===== src/rtl/atomik_pkg.sv =====
// Shared constants and helpers for the ATOMiK UART telemetry path:
// frame layout, frame/serializer state encodings and the frame byte selector.
package atomik_pkg;

  // Frame layout: sync byte, four data bytes (MSB first), XOR checksum.
  localparam logic [7:0] SYNC_BYTE     = 8'hA5;
  localparam logic [2:0] FRAME_LEN     = 3'd6;
  localparam logic [2:0] LAST_BYTE_IDX = FRAME_LEN - 3'd1;

  // Frame sequencer states.
  localparam logic [1:0] FRM_IDLE = 2'd0;
  localparam logic [1:0] FRM_LOAD = 2'd1;
  localparam logic [1:0] FRM_SEND = 2'd2;

  // Byte serializer states.
  localparam logic [1:0] SER_IDLE  = 2'd0;
  localparam logic [1:0] SER_START = 2'd1;
  localparam logic [1:0] SER_DATA  = 2'd2;
  localparam logic [1:0] SER_STOP  = 2'd3;

  // XOR of the four data bytes of a word.
  function automatic logic [7:0] frame_checksum(input logic [31:0] word);
    return word[31:24] ^ word[23:16] ^ word[15:8] ^ word[7:0];
  endfunction

  // Byte at position idx of the frame carrying word.
  function automatic logic [7:0] frame_byte(input logic [31:0] word, input logic [2:0] idx);
    logic [7:0] b;
    case (idx)
      3'd0:    b = SYNC_BYTE;
      3'd1:    b = word[31:24];
      3'd2:    b = word[23:16];
      3'd3:    b = word[15:8];
      3'd4:    b = word[7:0];
      3'd5:    b = frame_checksum(word);
      default: b = 8'hFF;
    endcase
    return b;
  endfunction

endpackage


===== src/rtl/atomik_uart_tx_byte.sv =====
// 8N1 byte serializer. A start request is taken only while ready=1. ready is
// also high during the last cycle of a stop bit, so a new byte can follow
// with no idle gap on the line.
module atomik_uart_tx_byte import atomik_pkg::*; #(
  parameter int BAUD_DIV = 10
) (
  input  logic       clk,
  input  logic       rst_n,
  input  logic       start,
  input  logic [7:0] data,
  output logic       ready,
  output logic       tx
);

  localparam int             CNT_W      = (BAUD_DIV > 2) ? $clog2(BAUD_DIV) : 1;
  localparam logic [CNT_W-1:0] CNT_RELOAD = CNT_W'(BAUD_DIV - 1);

  logic [1:0]       state_q, state_d;
  logic [CNT_W-1:0] cnt_q, cnt_d;
  logic [2:0]       bit_idx_q, bit_idx_d;
  logic [7:0]       byte_q, byte_d;
  logic             tx_q, tx_d;
  logic             bit_end_s;

  assign bit_end_s = (cnt_q == '0);
  assign ready     = (state_q == SER_IDLE) || ((state_q == SER_STOP) && bit_end_s);
  assign tx        = tx_q;

  // Next-state logic: the baud counter reloads at every bit boundary.
  always_comb begin
    state_d   = state_q;
    cnt_d     = cnt_q;
    bit_idx_d = bit_idx_q;
    byte_d    = byte_q;
    tx_d      = tx_q;
    case (state_q)
      SER_IDLE: begin
        if (start) begin
          byte_d  = data;
          cnt_d   = CNT_RELOAD;
          tx_d    = 1'b0;
          state_d = SER_START;
        end else begin
          tx_d    = 1'b1;
        end
      end
      SER_START: begin
        if (bit_end_s) begin
          cnt_d     = CNT_RELOAD;
          bit_idx_d = 3'd0;
          tx_d      = byte_q[0];
          state_d   = SER_DATA;
        end else begin
          cnt_d     = cnt_q - CNT_W'(1);
        end
      end
      SER_DATA: begin
        if (bit_end_s) begin
          cnt_d = CNT_RELOAD;
          if (bit_idx_q == 3'd7) begin
            tx_d    = 1'b1;
            state_d = SER_STOP;
          end else begin
            bit_idx_d = bit_idx_q + 3'd1;
            tx_d      = byte_q[bit_idx_d];
          end
        end else begin
          cnt_d = cnt_q - CNT_W'(1);
        end
      end
      SER_STOP: begin
        if (bit_end_s) begin
          if (start) begin
            byte_d  = data;
            cnt_d   = CNT_RELOAD;
            tx_d    = 1'b0;
            state_d = SER_START;
          end else begin
            tx_d    = 1'b1;
            state_d = SER_IDLE;
          end
        end else begin
          cnt_d = cnt_q - CNT_W'(1);
        end
      end
      default: begin
        tx_d    = 1'b1;
        cnt_d   = '0;
        state_d = SER_IDLE;
      end
    endcase
  end

  // Serializer registers; reset drives the line high at once.
  always_ff @(posedge clk or negedge rst_n) begin
    if (!rst_n) begin
      state_q   <= SER_IDLE;
      cnt_q     <= '0;
      bit_idx_q <= 3'd0;
      byte_q    <= 8'h00;
      tx_q      <= 1'b1;
    end else begin
      state_q   <= state_d;
      cnt_q     <= cnt_d;
      bit_idx_q <= bit_idx_d;
      byte_q    <= byte_d;
      tx_q      <= tx_d;
    end
  end

endmodule


===== src/rtl/atomik_uart_telemetry.sv =====
// Telemetry transmitter: buffers core result words in a small FIFO and sends
// each as a 6-byte UART frame (sync, data MSB first, XOR checksum). Frames
// follow each other with no idle bits; the next sync byte is launched in the
// same cycle the next word is popped.
module atomik_uart_telemetry import atomik_pkg::*; #(
  parameter int CLK_FREQ   = 81_000_000,
  parameter int BAUD_RATE  = 115200,
  parameter int FIFO_DEPTH = 4
) (
  input  logic                          clk,
  input  logic                          rst_n,
  input  logic [31:0]                   data_in,
  input  logic                          data_valid,
  output logic                          uart_tx,
  output logic                          tx_busy,
  output logic                          overflow,
  output logic [$clog2(FIFO_DEPTH):0]   fifo_level
);

  localparam int BAUD_DIV = CLK_FREQ / BAUD_RATE;
  localparam int PTR_W    = $clog2(FIFO_DEPTH);
  localparam int LVL_W    = PTR_W + 1;
  localparam logic [LVL_W-1:0] LVL_FULL = LVL_W'(FIFO_DEPTH);

  if (BAUD_DIV < 2) begin : g_bad_baud
    $error("atomik_uart_telemetry: CLK_FREQ/BAUD_RATE must be at least 2");
  end
  if ((FIFO_DEPTH < 2) || ((FIFO_DEPTH & (FIFO_DEPTH - 1)) != 0)) begin : g_bad_depth
    $error("atomik_uart_telemetry: FIFO_DEPTH must be a power of two >= 2");
  end

  logic [31:0]      mem_q [FIFO_DEPTH];
  logic [PTR_W-1:0] wr_ptr_q, wr_ptr_d, rd_ptr_q, rd_ptr_d;
  logic [LVL_W-1:0] count_q, count_d;
  logic             overflow_q, overflow_d;
  logic             busy_q, busy_d;
  logic [1:0]       frm_state_q, frm_state_d;
  logic [2:0]       byte_idx_q, byte_idx_d;
  logic [31:0]      word_q, word_d;
  logic             fifo_empty_s, fifo_full_s, push_s, pop_s;
  logic             ser_start_s, ser_ready_s;
  logic [7:0]       ser_byte_s;

  assign fifo_empty_s = (count_q == '0);
  assign fifo_full_s  = (count_q == LVL_FULL);
  assign tx_busy      = busy_q;
  assign overflow     = overflow_q;
  assign fifo_level   = count_q;

  // Frame sequencer: pop a word, launch the sync byte, then step through the frame.
  always_comb begin
    frm_state_d = frm_state_q;
    byte_idx_d  = byte_idx_q;
    word_d      = word_q;
    pop_s       = 1'b0;
    ser_start_s = 1'b0;
    ser_byte_s  = SYNC_BYTE;
    case (frm_state_q)
      FRM_IDLE: begin
        if (!fifo_empty_s) begin
          pop_s       = 1'b1;
          word_d      = mem_q[rd_ptr_q];
          frm_state_d = FRM_LOAD;
        end else begin
          frm_state_d = FRM_IDLE;
        end
      end
      FRM_LOAD: begin
        // When chained from a previous frame the sync byte is already in flight.
        byte_idx_d  = 3'd0;
        frm_state_d = FRM_SEND;
        if (ser_ready_s) begin
          ser_start_s = 1'b1;
        end else begin
          ser_start_s = 1'b0;
        end
      end
      FRM_SEND: begin
        if (ser_ready_s) begin
          if (byte_idx_q != LAST_BYTE_IDX) begin
            ser_start_s = 1'b1;
            ser_byte_s  = frame_byte(word_q, byte_idx_q + 3'd1);
            byte_idx_d  = byte_idx_q + 3'd1;
          end else if (!fifo_empty_s) begin
            pop_s       = 1'b1;
            word_d      = mem_q[rd_ptr_q];
            ser_start_s = 1'b1;
            frm_state_d = FRM_LOAD;
          end else begin
            frm_state_d = FRM_IDLE;
          end
        end else begin
          frm_state_d = FRM_SEND;
        end
      end
      default: frm_state_d = FRM_IDLE;
    endcase
  end

  // FIFO bookkeeping: a write into a full FIFO is kept only if a pop frees a slot.
  always_comb begin
    push_s   = data_valid && (!fifo_full_s || pop_s);
    wr_ptr_d = push_s ? (wr_ptr_q + PTR_W'(1)) : wr_ptr_q;
    rd_ptr_d = pop_s  ? (rd_ptr_q + PTR_W'(1)) : rd_ptr_q;
    case ({push_s, pop_s})
      2'b10:   count_d = count_q + LVL_W'(1);
      2'b01:   count_d = count_q - LVL_W'(1);
      default: count_d = count_q;
    endcase
    overflow_d = overflow_q || (data_valid && fifo_full_s && !pop_s);
    busy_d     = (count_d != '0) || (frm_state_d != FRM_IDLE);
  end

  // FIFO storage; contents are don't-care until written.
  always_ff @(posedge clk) begin
    if (push_s) begin
      mem_q[wr_ptr_q] <= data_in;
    end
  end

  // Control registers.
  always_ff @(posedge clk or negedge rst_n) begin
    if (!rst_n) begin
      wr_ptr_q    <= '0;
      rd_ptr_q    <= '0;
      count_q     <= '0;
      overflow_q  <= 1'b0;
      busy_q      <= 1'b0;
      frm_state_q <= FRM_IDLE;
      byte_idx_q  <= 3'd0;
      word_q      <= 32'h0000_0000;
    end else begin
      wr_ptr_q    <= wr_ptr_d;
      rd_ptr_q    <= rd_ptr_d;
      count_q     <= count_d;
      overflow_q  <= overflow_d;
      busy_q      <= busy_d;
      frm_state_q <= frm_state_d;
      byte_idx_q  <= byte_idx_d;
      word_q      <= word_d;
    end
  end

  atomik_uart_tx_byte #(
    .BAUD_DIV (BAUD_DIV)
  ) u_tx_byte (
    .clk   (clk),
    .rst_n (rst_n),
    .start (ser_start_s),
    .data  (ser_byte_s),
    .ready (ser_ready_s),
    .tx    (uart_tx)
  );

endmodule


===== config.mk =====
export PLATFORM = sky130hd
export DESIGN_NAME = atomik_uart_telemetry
export DESIGN_NICKNAME = d
export VERILOG_FILES = /design/src/rtl/atomik_pkg.sv /design/src/rtl/atomik_uart_tx_byte.sv /design/src/rtl/atomik_uart_telemetry.sv
export SDC_FILE = /design/constraint.sdc
export NUM_CORES = 1
export LEC_CHECK = 0
export CAP_MARGIN = 20
export CORE_MARGIN = 4
export CORE_UTILIZATION = 55
export CTS_BUF_LIST = sky130_fd_sc_hd__clkbuf_2 sky130_fd_sc_hd__clkbuf_4 sky130_fd_sc_hd__clkbuf_8
export DETAILED_ROUTE_END_ITERATION = 8
export GPL_ROUTABILITY_DRIVEN = 0
export GPL_TIMING_DRIVEN = 0
export MAX_ROUTING_LAYER = met4
export PLACE_DENSITY_LB_ADDON = 0.08
export SLEW_MARGIN = 40
export SYNTH_ARGS = -nofsm -noshare
export SYNTH_HDL_FRONTEND = slang
export SYNTH_SLANG_ARGS = --single-unit
export TNS_END_PERCENT = 30

===== constraint.sdc =====
create_clock -name clk -period 3.8 [get_ports clk]
set_clock_uncertainty 0.2 [all_clocks]
set_input_delay 0.95 -clock clk [delete_from_list [all_inputs] [get_ports clk]]
set_output_delay 0.95 -clock clk [all_outputs]
set_load 0.02 [all_outputs]

==> After elaboration in Yosys (flattened, before gate mapping) <==
Memories as Yosys holds them, arrays and structs flattened.
Index checks and enable logic that the tools add are counted.
{ "op_classes": {"add_sub_neg": 7, "n_lt_le_gt_ge": 1, "n_eq_ne": 24, "muxes": 52, "bitwise_logic": 3, "n_reduce_logical": 28} }
{ "ops": {"columns": ["op", "n"], "rows": [
  ["$mux 32", 3],
  ["$pmux 32 s2", 1],
  ["$pmux 8 s6", 1],
  ["$mux 8", 5],
  ["$mux 10", 3],
  ["$pmux 10 s3", 1],
  ["$xor 8x8->8", 3],
  ["$pmux 3 s2", 3],
  ["$mux 1", 16],
  ["$pmux 8 s2", 1],
  ["$mux 3", 5],
  ["$mux 2", 7],
  ["$eq 3x3->1 const B", 4],
  ["$logic_not 10->1", 1],
  ["$ne 2x2->1 const B", 5],
  ["$reduce_bool 2->1", 5],
  ["$sub 10x1->10 const B", 1],
  ["$add 3x1->3 const B", 3],
  ["$reduce_and 3->1", 3],
  ["$eq 2x2->1 const B", 4],
  ["$ne 2x1->1 const B", 4],
  ["$pmux 2 s4", 1],
  ["$eq 2x1->1 const B", 3],
  ["$eq 3x2->1 const B", 2],
  ["19 further kinds", 30]
]} }
{ "totals": {"reg_bits": 70, "ram_bits": 128, "in_bits": 35, "output_inout_bits": 6, "word_cells": 129, "n_memories": 1} }
{ "memory_table": {"columns": ["name", "words", "word_bits", "rd", "rd_ports_with_merged_regs", "wr", "line", "rtl"], "rows": [
  ["mem_q", 4, 32, 1, 0, 1, "atomik_uart_telemetry.sv:32", "logic [31:0] mem_q [FIFO_DEPTH];"]
]} }

==> Longest topological paths before layout <==
{ "depth": {"ltp_word": 11, "mapped_depth": 10, "depth_no_buf": 10} }

==> Modules after synthesis <==
From an unflattened synthesis, not the netlist that was laid out.
{ "unflattened": {"hier_cells": 552, "area_unflattened_um2": 8867.3} }
{ "modules_own_cells": {"columns": ["module", "n_inst", "cells_per_inst", "area_each_um2", "seq_area_each_um2"], "rows": [
  ["atomik_uart_telemetry", 1, 409, 7318.3, 4994.8],
  ["atomik_uart_tx_byte", 1, 143, 1549.0, 601.8]
]} }

==> Worst setup path after synthesis <==
Ideal clock, no wire load.
{ "synth_path": {"kind": "flip-flop to flip-flop", "from": "reg u_tx_byte.cnt_q[0]", "to": "mem mem_q[0][0], enable pin", "setup_time_ps": 392, "arrival_ps": 2500, "required_ps": 3208, "setup_slack_ps": 708, "path_stages_with_launch": 9, "n_path_buf": 0, "period_less_slack_ps": 3092, "cell_sequence": "dfrtp_1 -> inv_1 -> ha_1 -> nor4b_4 -> a41oi_4 -> o21ai_1 -> nor2_1 -> and2b_1 -> and2_1"} }
{ "synth_between": {"elab_chain_cells": 9} }
{ "synth_lines": {"columns": ["element", "line", "rtl"], "rows": [
  ["from (decl)", "atomik_uart_tx_byte.sv:19", "logic [CNT_W-1:0] cnt_q, cnt_d;"],
  ["from (signal assigned)", "atomik_uart_tx_byte.sv:104", "cnt_q <= cnt_d;"],
  ["$logic_not 10->1", "atomik_uart_tx_byte.sv:25", "assign bit_end_s = (cnt_q == '0);"],
  ["$logic_and 1x1->1", "atomik_uart_tx_byte.sv:26", "assign ready = (state_q == SER_IDLE) || ((state_q == SER_STOP) && bit_end_s);"],
  ["$logic_or 1x1->1", "atomik_uart_tx_byte.sv:26", null],
  ["$mux 1", "atomik_uart_telemetry.sv:79", "if (ser_ready_s) begin"],
  ["$pmux 1 s2", "atomik_uart_telemetry.sv:58", "case (frm_state_q)"],
  ["$logic_or 1x1->1", "atomik_uart_telemetry.sv:102", "push_s = data_valid && (!fifo_full_s || pop_s);"],
  ["$logic_and 1x1->1", "atomik_uart_telemetry.sv:102", null],
  ["$mux 1", "atomik_uart_telemetry.sv:116", "if (push_s) begin"],
  ["$mux 1 (implied by the code)", "atomik_uart_telemetry.sv:117", "mem_q[wr_ptr_q] <= data_in;"],
  ["to (decl)", "atomik_uart_telemetry.sv:32", null]
]} }
Every way passes these cells.

==> Final worst setup path <==
{ "layout_path": {"from": "reg u_tx_byte.cnt_q[0]", "to": "mem mem_q[2][26], enable pin"} }
Same word-level chain as after synthesis.

==> results.txt <==
run status: finished clean
Synth top area share: 44.8%
CP max FO: 27
Min Clock Period, post-route: 3.16 ns
Peak Freq: 317 MHz
vias in the first global route: 5011
DR vias: 4712
final net count: 655
Static Leakage: 3.51 nW
CP required: 3.76 ns
first-pass GRT wire length: 26.1 mm
Mapped Cells: 533
Final Max Slew Viols: 0
Crit Path Class: register to register
row count: 45
CTS hold repair buffers: 0
Vias per Instance: 5.74
initial antenna violation count: 0
Worst IR Drop VDD: 400 uV
CP endpoint kind: register
Inst Count DP: 789
sequential-to-total area share from yosys stat: 65.3%
period utilisation layout: 83.1%
number of diodes: 0
TritonRoute pass-1 iters: 7
commonest register cell after synthesis: edfxtp_1
layout cell share with drive strength beyond 1: 20.7%
post-synthesis mux area share: 13.6%
post-synth top area cell: edfxtp_1
Core Area: 0.0153 mm^2
Worst R2R Start: u_tx_byte.cnt_q[0]$_DFF_PN0_
#FFs+latches synth: 198
Max Root-Sink Buffers: 2
post-CTS setup buffer count: 0
synthesis-to-finish area growth: 13.9%
DRC violation count after routing: 0
worst reg2reg endpoint: mem_q[2][26]$_DFFE_PP_
Post-Layout Cell Count: 821
yosys warns: 0
Top Ports: 41
Total GRT Usage: 19.6%
initial core utilization: 56.2%
DIE HEIGHT: 133 um
drt initial violations: 270
share of flip-flops with an asynchronous set or reset: 35.4%
total CTS buffers: 17
worst skew pair latency: 0.47 ns
final setup violation count: 0
Simple-Gate Fraction of Synth Area: 3.89%
actual slew at the worst max-slew pin: 0.720 ns
Die X: 133 um
Adder-Cell Fraction of Synth Area: 3.44%
clk sinks: 198
Hold Vio Cnt, Final: 0
Reg2Reg Depth: 9
Routed Antenna Nets: 0
commonest non-fill, non-tap cell in the layout: edfxtp_1
Clock transition at path regs: 0.11 ns
R2R Setup Slk: 0.64 ns
Synth Area in XOR/XNOR: 3.27%
Syn Area/Cell: 16.1 um^2
clk root buf: clkbuf_8
largest net degree at the start of global routing: 38
Syn Nets: 591
RSZ-0062 raised after global routing: false
Mapped Area: 0.00858 mm^2
Buffers on Ports: 40
CTS tree: built
worst hold-check path type: input port to asynchronous set/reset pin
die footprint: 0.0177 mm^2
setup tns final: 0 ns
Post-synth EDFFs: 128
cts repair resizes: 0
most frequent cells in the layout: edfxtp_1 (128), dfrtp_1 (69), clkdlybuf4s50_1 (39)
MaxCap Viol Count: 0
compound-gate portion of the synthesized area: 8.67%
Setup crit start kind: register
main combinational cell family by area after synthesis: multiplexers
global route overflow: 0
Worst slew margin: 51.8%
Netlist cell types: 56
largest cells by area after synthesis: edfxtp_1 (45%), dfrtp_1 (20%), mux4_2 (8.9%), mux2_2 (4.6%), ha_1 (3.2%)
# H-tree levels: 4
routed wire length: 15.8 mm
DPL Wire Length: 11.1 mm
Filler Cell Count: 1115
Worst Path Arrival: 3.12 ns
Pwr per Cell Area: 821 mW/mm^2
routed length per placed instance: 19.3 um
[critical path, cell delays in order (launching register included)]
cell and delay, ns:
dfrtp_1 0.44, inv_1 0.09, ha_1 0.15, nor4b_4 0.38, a41oi_4 0.22, o21ai_1 0.37, nor2_1 0.12, and2b_1 0.34
and2_4 0.28, buf_12 0.23
[power breakdown]
part / switching (W) / internal (W) / total (W)
Sequential: 0.000439 / 0.00298 / 0.00341
Clock: 0.000773 / 0.000568 / 0.00134
Combinational: 0.00167 / 0.00160 / 0.00327
[cells by family after synthesis]
logic type / after synthesis
XOR/XNOR: 32
buffers and inverters: 41
AO/OA/AOI/OAI: 101
AND/OR/NAND/NOR: 68
adder cells (fa/ha/maj): 23
multiplexers: 70
flip-flops: 198
[flip-flops by register name, summed over array words and instances (netlist names)]
register,flops
u_tx_byte.tx,1
fifo_level,3
byte_idx_q,3
frm_state_q,2
u_tx_byte.cnt_q,10
word_q,32
rd_ptr_q,2
overflow,1
tx_busy,1
mem_q,128
wr_ptr_q,2
u_tx_byte.state_q,2
u_tx_byte.byte_q,8
u_tx_byte.bit_idx_q,3
[metal layers]
metal / GRT usage (%) / wire (um) / vias up
met5: - / 0 / -
met4: 9.76 / 669 / 0
met3: 3.61 / 477 / 31
met2: 31.3 / 7890 / 98
met1: 24.3 / 6780 / 2372
li1: - / - / 2211
[cell usage after synthesis, types with 3 or more instances]
library cell and count:
a221oi_1 9, a222oi_1 5, edfxtp_1 128, xor2_1 7, nor2_1 14, and2_1 4
o22ai_1 5, a22o_1 5, nand2_1 27, clkbuf_1 10, ha_1 22, a311oi_1 7
buf_1 5, o21ai_0 19, buf_2 3, nand3_1 4, o22a_1 6, mux4_2 34
inv_1 23, mux2_2 35, a21oi_1 21, nor3_1 6, xnor2_1 25, o21ai_1 3
dfrtp_1 69
[metrics by stage]
stage	power [W]	worst slack, ns	hold WS, ns	utilization [%]	instance area [um^2]
finish	0.00803	0.641	0.145	64.0	9770
detailed placement	0.00676	0.595	0.255	61.3	9360
floorplan	0.00579	0.708	0.276	-	8580
global route	0.00855	0.431	0.142	64.0	9770
global placement	0.00657	-0.717	0.243	60.6	9240
CTS	0.00810	0.589	0.136	64.0	9760
[worst max path at each step]
stage / cells past startpoint / start / end / slack, ns
after floorplan: 8 / u_tx_byte.cnt_q[0]$_DFF_PN0_ / mem_q[0][0]$_DFFE_PP_ / 0.71
after global placement: 1 / rst_n / word_q[21]$_DFFE_PN0P_ / -0.72
after detailed placement: 6 / data_valid / tx_busy$_DFF_PN0_ / 0.60
after CTS: 9 / u_tx_byte.cnt_q[0]$_DFF_PN0_ / mem_q[3][24]$_DFFE_PP_ / 0.59
after global routing: 9 / u_tx_byte.cnt_q[0]$_DFF_PN0_ / mem_q[3][24]$_DFFE_PP_ / 0.43
final: 9 / u_tx_byte.cnt_q[0]$_DFF_PN0_ / mem_q[2][26]$_DFFE_PP_ / 0.64
[area by class of cell]
cell class / instances / area (um^2) / share of cell area (%)
Multi-Input combinational cell: 294 / 2840 / 29.0
Timing Repair Buffer: 45 / 502 / 5.14
Clock inverter: 13 / 159 / 1.63
Clock buffer: 19 / 249 / 2.55
Buffer: 18 / 75.1 / 0.768
Inverter: 23 / 86.3 / 0.884
Sequential cell: 198 / 5600 / 57.3
Tap cell: 211 / 264 / 2.70
Note: power is estimated with default switching activity, not from simulation.
